File: config.mk
export PLATFORM = sky130hd
export DESIGN_NAME = max_tracker
export DESIGN_NICKNAME = d
export VERILOG_FILES = /design/src/rtl/max_tracker.sv
export SDC_FILE = /design/constraint.sdc
export NUM_CORES = 1
export LEC_CHECK = 0
export CAP_MARGIN = 20
export CELL_PAD_IN_SITES_DETAIL_PLACEMENT = 0
export CELL_PAD_IN_SITES_GLOBAL_PLACEMENT = 1
export CORE_UTILIZATION = 35
export DETAILED_ROUTE_END_ITERATION = 10
export GPL_ROUTABILITY_DRIVEN = 0
export GPL_TIMING_DRIVEN = 1
export PLACE_DENSITY = 0.77
export SYNTH_ARGS = -nofsm -noshare
export SYNTH_HDL_FRONTEND = slang
export SYNTH_SLANG_ARGS = --single-unit
File: constraint.sdc
create_clock -name i_clk -period 2.6 [get_ports i_clk]
set_clock_uncertainty 0.15 [all_clocks]
set_input_delay 0.52 -clock i_clk [delete_from_list [all_inputs] [get_ports i_clk]]
set_output_delay 0.52 -clock i_clk [all_outputs]
set_load 0.02 [all_outputs]
File: src/rtl/max_tracker.sv
// Frame max tracker over sign-magnitude samples; optional o_min via MAX_TRACKER_MIN_EN.
// Results registered one cycle after each transfer; o_ready high only while a frame runs.

module sm_cmp_ge #(
    parameter int N = 8
) (
    input  logic [N-1:0] i_a,
    input  logic [N-1:0] i_b,
    output logic         o_ge
);
    logic [N-1:0] w_key_a;
    logic [N-1:0] w_key_b;

    // Map sign-magnitude onto an unsigned key; -0 sorts just below +0.
    assign w_key_a = i_a[N-1] ? {1'b0, ~i_a[N-2:0]} : {1'b1, i_a[N-2:0]};
    assign w_key_b = i_b[N-1] ? {1'b0, ~i_b[N-2:0]} : {1'b1, i_b[N-2:0]};
    assign o_ge    = (w_key_a >= w_key_b);
endmodule

module max_tracker #(
    parameter int N         = 8,
    parameter int FRAME_LEN = 16
) (
    input  logic                         i_clk,
    input  logic                         i_rst,
    input  logic                         i_start,
    input  logic                         i_valid,
    input  logic [N-1:0]                 i_data,
    output logic                         o_ready,
    output logic                         o_busy,
    output logic                         o_done,
    output logic [N-1:0]                 o_max,
`ifdef MAX_TRACKER_MIN_EN
    output logic [N-1:0]                 o_min,
    output logic [$clog2(FRAME_LEN)-1:0] o_max_idx
`else
    output logic [$clog2(FRAME_LEN)-1:0] o_max_idx
`endif
);
    localparam int IW = $clog2(FRAME_LEN);

    typedef enum logic [1:0] {
        S_IDLE = 2'd0,
        S_RUN  = 2'd1,
        S_DONE = 2'd2
    } state_t;

    state_t          r_state;
    state_t          w_next;
    logic [IW-1:0]   r_cnt;
    logic [N-1:0]    r_max;
    logic [IW-1:0]   r_max_idx;
    logic            w_ready;
    logic            w_busy;
    logic            w_done;
    logic            w_xfer;
    logic            w_first;
    logic            w_last;
    logic            w_max_ge;

    assign w_xfer  = i_valid & w_ready;
    assign w_first = (r_cnt == '0);
    assign w_last  = (r_cnt == IW'(FRAME_LEN - 1));

    always_ff @(posedge i_clk or posedge i_rst) begin
        if (i_rst) begin
            r_state <= S_IDLE;
        end else begin
            r_state <= w_next;
        end
    end

    always_comb begin
        w_next  = r_state;
        w_ready = 1'b0;
        w_busy  = 1'b0;
        w_done  = 1'b0;
        case (r_state)
            S_IDLE: begin
                if (i_start) w_next = S_RUN;
            end
            S_RUN: begin
                w_ready = 1'b1;
                w_busy  = 1'b1;
                if (w_xfer && w_last) w_next = S_DONE;
            end
            S_DONE: begin
                w_busy = 1'b1;
                w_done = 1'b1;
                w_next = S_IDLE;
            end
            default: w_next = S_IDLE;
        endcase
    end

    // Counter holds at FRAME_LEN-1 after the last transfer; it is cleared on entry to RUN.
    always_ff @(posedge i_clk or posedge i_rst) begin
        if (i_rst) begin
            r_cnt <= '0;
        end else if (r_state == S_IDLE && i_start) begin
            r_cnt <= '0;
        end else if (w_xfer && !w_last) begin
            r_cnt <= r_cnt + IW'(1);
        end
    end

    sm_cmp_ge #(.N(N)) u_cmp_max (
        .i_a  (r_max),
        .i_b  (i_data),
        .o_ge (w_max_ge)
    );

    always_ff @(posedge i_clk or posedge i_rst) begin
        if (i_rst) begin
            r_max     <= '0;
            r_max_idx <= '0;
        end else if (w_xfer && (w_first || !w_max_ge)) begin
            r_max     <= i_data;
            r_max_idx <= r_cnt;
        end
    end

`ifdef MAX_TRACKER_MIN_EN
    logic [N-1:0] r_min;
    logic         w_min_ge;

    sm_cmp_ge #(.N(N)) u_cmp_min (
        .i_a  (i_data),
        .i_b  (r_min),
        .o_ge (w_min_ge)
    );

    always_ff @(posedge i_clk or posedge i_rst) begin
        if (i_rst) begin
            r_min <= '0;
        end else if (w_xfer && (w_first || !w_min_ge)) begin
            r_min <= i_data;
        end
    end

    assign o_min = r_min;
`endif

    assign o_ready   = w_ready;
    assign o_busy    = w_busy;
    assign o_done    = w_done;
    assign o_max     = r_max;
    assign o_max_idx = r_max_idx;
endmodule
=== Word level (Yosys, flattened, before mapping) ===
Index checks and enable logic that the tools add are counted.

* Shifts and indexed selects: 0
* Equal/unequal tests: 5
* Muxes and demuxes: 10
* Order comparisons: 1
* Div/mod/pow operators: 0
* $mul: 0
* Bitwise gates (word level): 3
* Reductions and logical operators: 12
* $add $sub $neg: 1

{| class="wikitable"
|+ Operator list
! operator !! count
|-
| 8-bit 2-to-1 mux || 2
|-
| 7-bit NOT || 2
|-
| 8-bit greater-or-equal comparator || 1
|-
| 4-bit 2-to-1 mux || 2
|-
| 4-bit by 1-bit adder with 4-bit output, second input constant || 1
|-
| 4-bit == test, second input constant || 1
|-
| 1-bit logical AND || 4
|-
| 4-bit zero test || 1
|-
| 2-bit 2-to-1 mux || 2
|-
| 2-bit != test, second input constant || 2
|-
| 2-bit one-hot mux with 2 select lines || 1
|-
| 1-bit 2-to-1 mux || 3
|-
| 2-bit by 1-bit == test with 1-bit output, second input constant || 1
|-
| 2-bit == test, second input constant || 1
|-
| 1-bit zero test || 2
|-
| 2-bit zero test || 1
|-
| 2-bit AND reduction || 1
|-
| 2-bit nonzero test || 1
|-
| 2-bit OR reduction || 1
|-
| 1-bit AND || 1
|-
| 1-bit logical OR || 1
|}

* Logic and storage cells: 36
* Memories: 0
* RAM bits: 0
* Output and inout bits: 15
* ROM bits: 0
* Bits in latches: 0
* Register bits: 18
* Bits of input ports: 12

=== Logic depth before layout (Yosys ltp) ===
* Depth after elaboration: 6
* Mapped depth: 9
* Mapped depth without buffers: 7

=== Cells and area by module ===
Synthesis repeated with hierarchy kept, for this count alone.

* Cell total of the unflattened synthesis: 101
* Area total of the unflattened synthesis: 1,164.9 µm²

{| class="wikitable"
|+ Modules (own cells, without submodules)
! module !! cells an instance !! seq. area each (µm²) !! area an instance (µm²) !! times used
|-
| max_tracker || 67 || 450.4 || 860.8 || 1
|-
| sm_cmp_ge || 34 || 0.0 || 304.0 || 1
|}

=== Worst setup path before layout ===
Ideal clock, no wire load.

* Kind: input port to flip-flop
* Start: in i_data[7]
* End: reg r_max[0], in the netlist o_max[0]
* Stages on the path: 9
* Data arrival time: 2,424 ps
* Path buffers: 2
* Setup time: 125 ps
* Slack: -99 ps
* Required time: 2,325 ps
* Cells stage by stage: clkbuf_1 > xor2_1 > ha_1 > nand2b_4 > a2111oi_2 > o31a_2 > nor2_2 > buf_6 > mux2_4

* Cells in the longest elaborated chain, start to end: 5

{| class="wikitable"
|+ RTL lines
! item !! line !! source
|-
| start: declaration || 28 || <nowiki>input logic [N-1:0] i_data,</nowiki>
|-
| 8-bit 2-to-1 mux || 16 || <nowiki>assign w_key_b = i_b[N-1] ? {1'b0, ~i_b[N-2:0]} : {1'b1, i_b[N-2:0]};</nowiki>
|-
| 8-bit greater-or-equal comparator || 17 || <nowiki>assign o_ge = (w_key_a >= w_key_b);</nowiki>
|-
| 1-bit zero test || 117 || <nowiki>end else if (w_xfer && (w_first || !w_max_ge)) begin</nowiki>
|-
| 1-bit logical OR || 117 ||
|-
| 1-bit logical AND || 117 ||
|-
| end signal: assignment || 118 || <nowiki>r_max <= i_data;</nowiki>
|-
| end: declaration || 51 || <nowiki>logic [N-1:0] r_max;</nowiki>
|}

No other way between the ends.
A chain may end at the register's enable or synchronous reset.

=== Worst setup path after layout ===
* Start: in i_data[2]
* End: reg r_max[3], in the netlist o_max[3]

* Cells in the longest elaborated chain, start to end: 6

{| class="wikitable"
|+ RTL lines
! item !! line
|-
| 7-bit NOT || 16
|-
| 8-bit 2-to-1 mux (*) || 16
|-
| 8-bit greater-or-equal comparator (*) || 17
|-
| 1-bit zero test (*) || 117
|-
| 1-bit logical OR (*) || 117
|-
| 1-bit logical AND (*) || 117
|}

Mark *: on every way between the ends. The rest lies on a longest branch, timed or not.

==> flow_summary.yaml <==
timing:
  fin_crit_ns: 2.48
  max-slew-margin-rel: 0.522
  grt_setup_unrepaired: "false"
  clock.fmax_mhz: 403
  setup_viol: 0
  timing.final.crit_share: 0.954
  final_max_slew_viol_count: 0
  finalHoldViolCount: 0
  hold_slack_ns: 0.360
  tightest_slew_ns: 0.717
grt:
  antenna_found_initial: 0
  grt-ovfl-total: 0
  grt_max_degree: 19
  grt_pass1_vias: 933
  grt_pass1_wl_um: 4080
  globalRouteTotalUtil: 0.156
clock_network:
  postCtsHoldBufs: 0
  cts_sinks: 18
  root_buffer: "clkbuf_4"
  clock_latency_ns: 0.30
  clock_path_buffers: 2
  path_clk_slew_ns: 0.12
  cts_tree: "yes"
  cts_buffers: 3
  htree_levels: 1
final_layout:
  mostFrequentLayoutCells: "clkdlybuf4s50_1 (23), dfrtp_1 (17), ha_1 (14)"
  layout-drive-gt1-share: 0.237
  area_growth_pct: 39.7
  num-nets-final: 166
  fin_cells: 183
  antennaDiodeCount: 0
  final_util: 0.527
  fin_area_um2: 1640
  fillCellCount: 302
  mostFrequentLayoutCell: "clkdlybuf4s50_1"
yosys:
  syn_area_um2: 1170
  synth-edff-count: 0
  yosysWarnings: 0
  syn_area_per_cell_um2: 11.8
  syn_inst: 99
  syn_nets: 125
  async_flop_share: 1.00
  synth-seq-area-share: 0.385
  ys_types: 29
  synth-main-ff-cell: "dfrtp_1"
  ys_ff_latch: 18
worst_hold_path:
  worstHoldStart: "i_data[5]"
  hold_class: "in -> reg"
  min_path_cells: 2
  hold_end: "o_max[5]"
placement:
  hpwl_um: 1720
  dpl-instance-area_um2: 1510
  portBuffers: 26
  placed_cells: 171
die:
  core_um2: 3100
  die-area_um2: 3580
  start_util: 0.377
  die_w_um: 59.8
  rows: 20
  die_y_um: 59.8
  ios: 27
routing:
  firstDrtPassIters: 4
  ant_nets: 0
  wire_per_inst_um: 13.3
  drc: 0
  routed_wl_um: 2430
  avgViaCountPerCell: 4.81
  first_iter_violations: 21
  num_vias: 881
power_and_ir_drop:
  leakage_uw: 0.000760
  power_uw: 1990
  powerDensity_nw_per_um2: 1220
  max-vdd-ir-drop_uv: 434
status:
  status: "complete, no violations"
worst_setup_path:
  worstSetupPathType: "in -> reg"
  required_ns: 2.64
  rr_worst_depth: 10
  rrSetupSlack_ns: 0.17
  start_kind: "primary input"
  worst_r2r_endpoint: "o_max_idx[3]"
  crit_fanout: 5
  arrival_ns: 2.52
  critPathCaptureType: "flip-flop"
  worstReg2RegStart: "o_max[7]"
flow_run:
  drv_cap: 0
-- worst max-delay path by stage --
stage | depth (start not counted) | slack, ns | startpoint | endpoint
final | 9 | 0.12 | i_data[2] | o_max[3]
after floorplan | 9 | 0.03 | i_data[7] | o_max[0]
after global placement | 9 | -0.64 | i_data[7] | o_max_idx[0]
after detailed placement | 9 | -0.71 | i_data[7] | o_max[7]
after CTS | 9 | 0.01 | i_data[5] | o_max[7]
after global routing | 9 | 0.06 | i_data[2] | o_max[1]
-- state kept, by name, indices dropped and copies added, names as in the netlist --
name and cells:
o_max 8, r_cnt 4, o_max_idx 4, r_state 2
-- Yosys cell counts, types with 2 or more instances --
master,n,area share
clkbuf_1,2,0.0064
ha_1,14,0.15
a22o_1,2,0.015
nor2_1,3,0.0096
mux2_4,8,0.10
nand3_1,2,0.0085
mux2_1,2,0.019
nand4_1,2,0.011
dfrtp_1,18,0.38
o21a_1,3,0.019
xor2_1,7,0.052
inv_1,6,0.019
a21oi_1,4,0.017
o21ai_0,2,0.0085
nand2_1,2,0.0064
xnor2_1,9,0.067
-- kinds of logic after synthesis --
logic type | Yosys count | synth area share
muxes | 11 | 0.130
and+or+nand+nor | 13 | 0.0652
DFF | 18 | 0.385
buffers and inverters | 9 | 0.0353
adders and majority gates | 14 | 0.150
xor gates and xnor gates | 16 | 0.120
AOI/OAI and AO/OA | 18 | 0.115
-- area by class of cell --
cell class              count  area, um2  area share
multi-input cells          72        702       0.429
flip-flops and latches     18        452       0.276
repair buffers             39        369       0.226
well taps                  44       55.1      0.0336
clock buffers               4       36.3      0.0222
inverters                   6       22.5      0.0138
-- power by group --
group	internal [uW]	switching [uW]
registers	386	105
logic	744	575
clock network	85.5	96.3
-- timing repair --
item	CTS	global route
setup buffers	4	4
pin swaps	3	3
gates resized for setup	8	6
endpoints found under the setup margin	12	9
-- metal layers --
metal,wire length [um],track usage,vias up
met5,0,0,-
met4,36,0.0598,0
met3,111,0.0195,5
met2,1120,0.256,25
met1,1170,0.208,425
li1,-,-,426
-- through the flow --
stage / setup WS, ns / setup TNS (ns)
final: 0.121 / 0
after global routing: 0.0600 / 0
after CTS: 0.0129 / 0
after detailed placement: -0.712 / -7.91
after global placement: -0.642 / -7.06
after floorplan: 0.0255 / 0
-- worst max-delay path, stage by stage --
cell	delay, ns
clkdlybuf4s50_1	0.51
xnor2_1	0.13
ha_1	0.23
o21a_1	0.14
nor2_1	0.04
o31a_2	0.35
nor2_4	0.16
buf_6	0.15
mux2_4	0.29
Note: power is estimated with default switching activity, not from simulation.
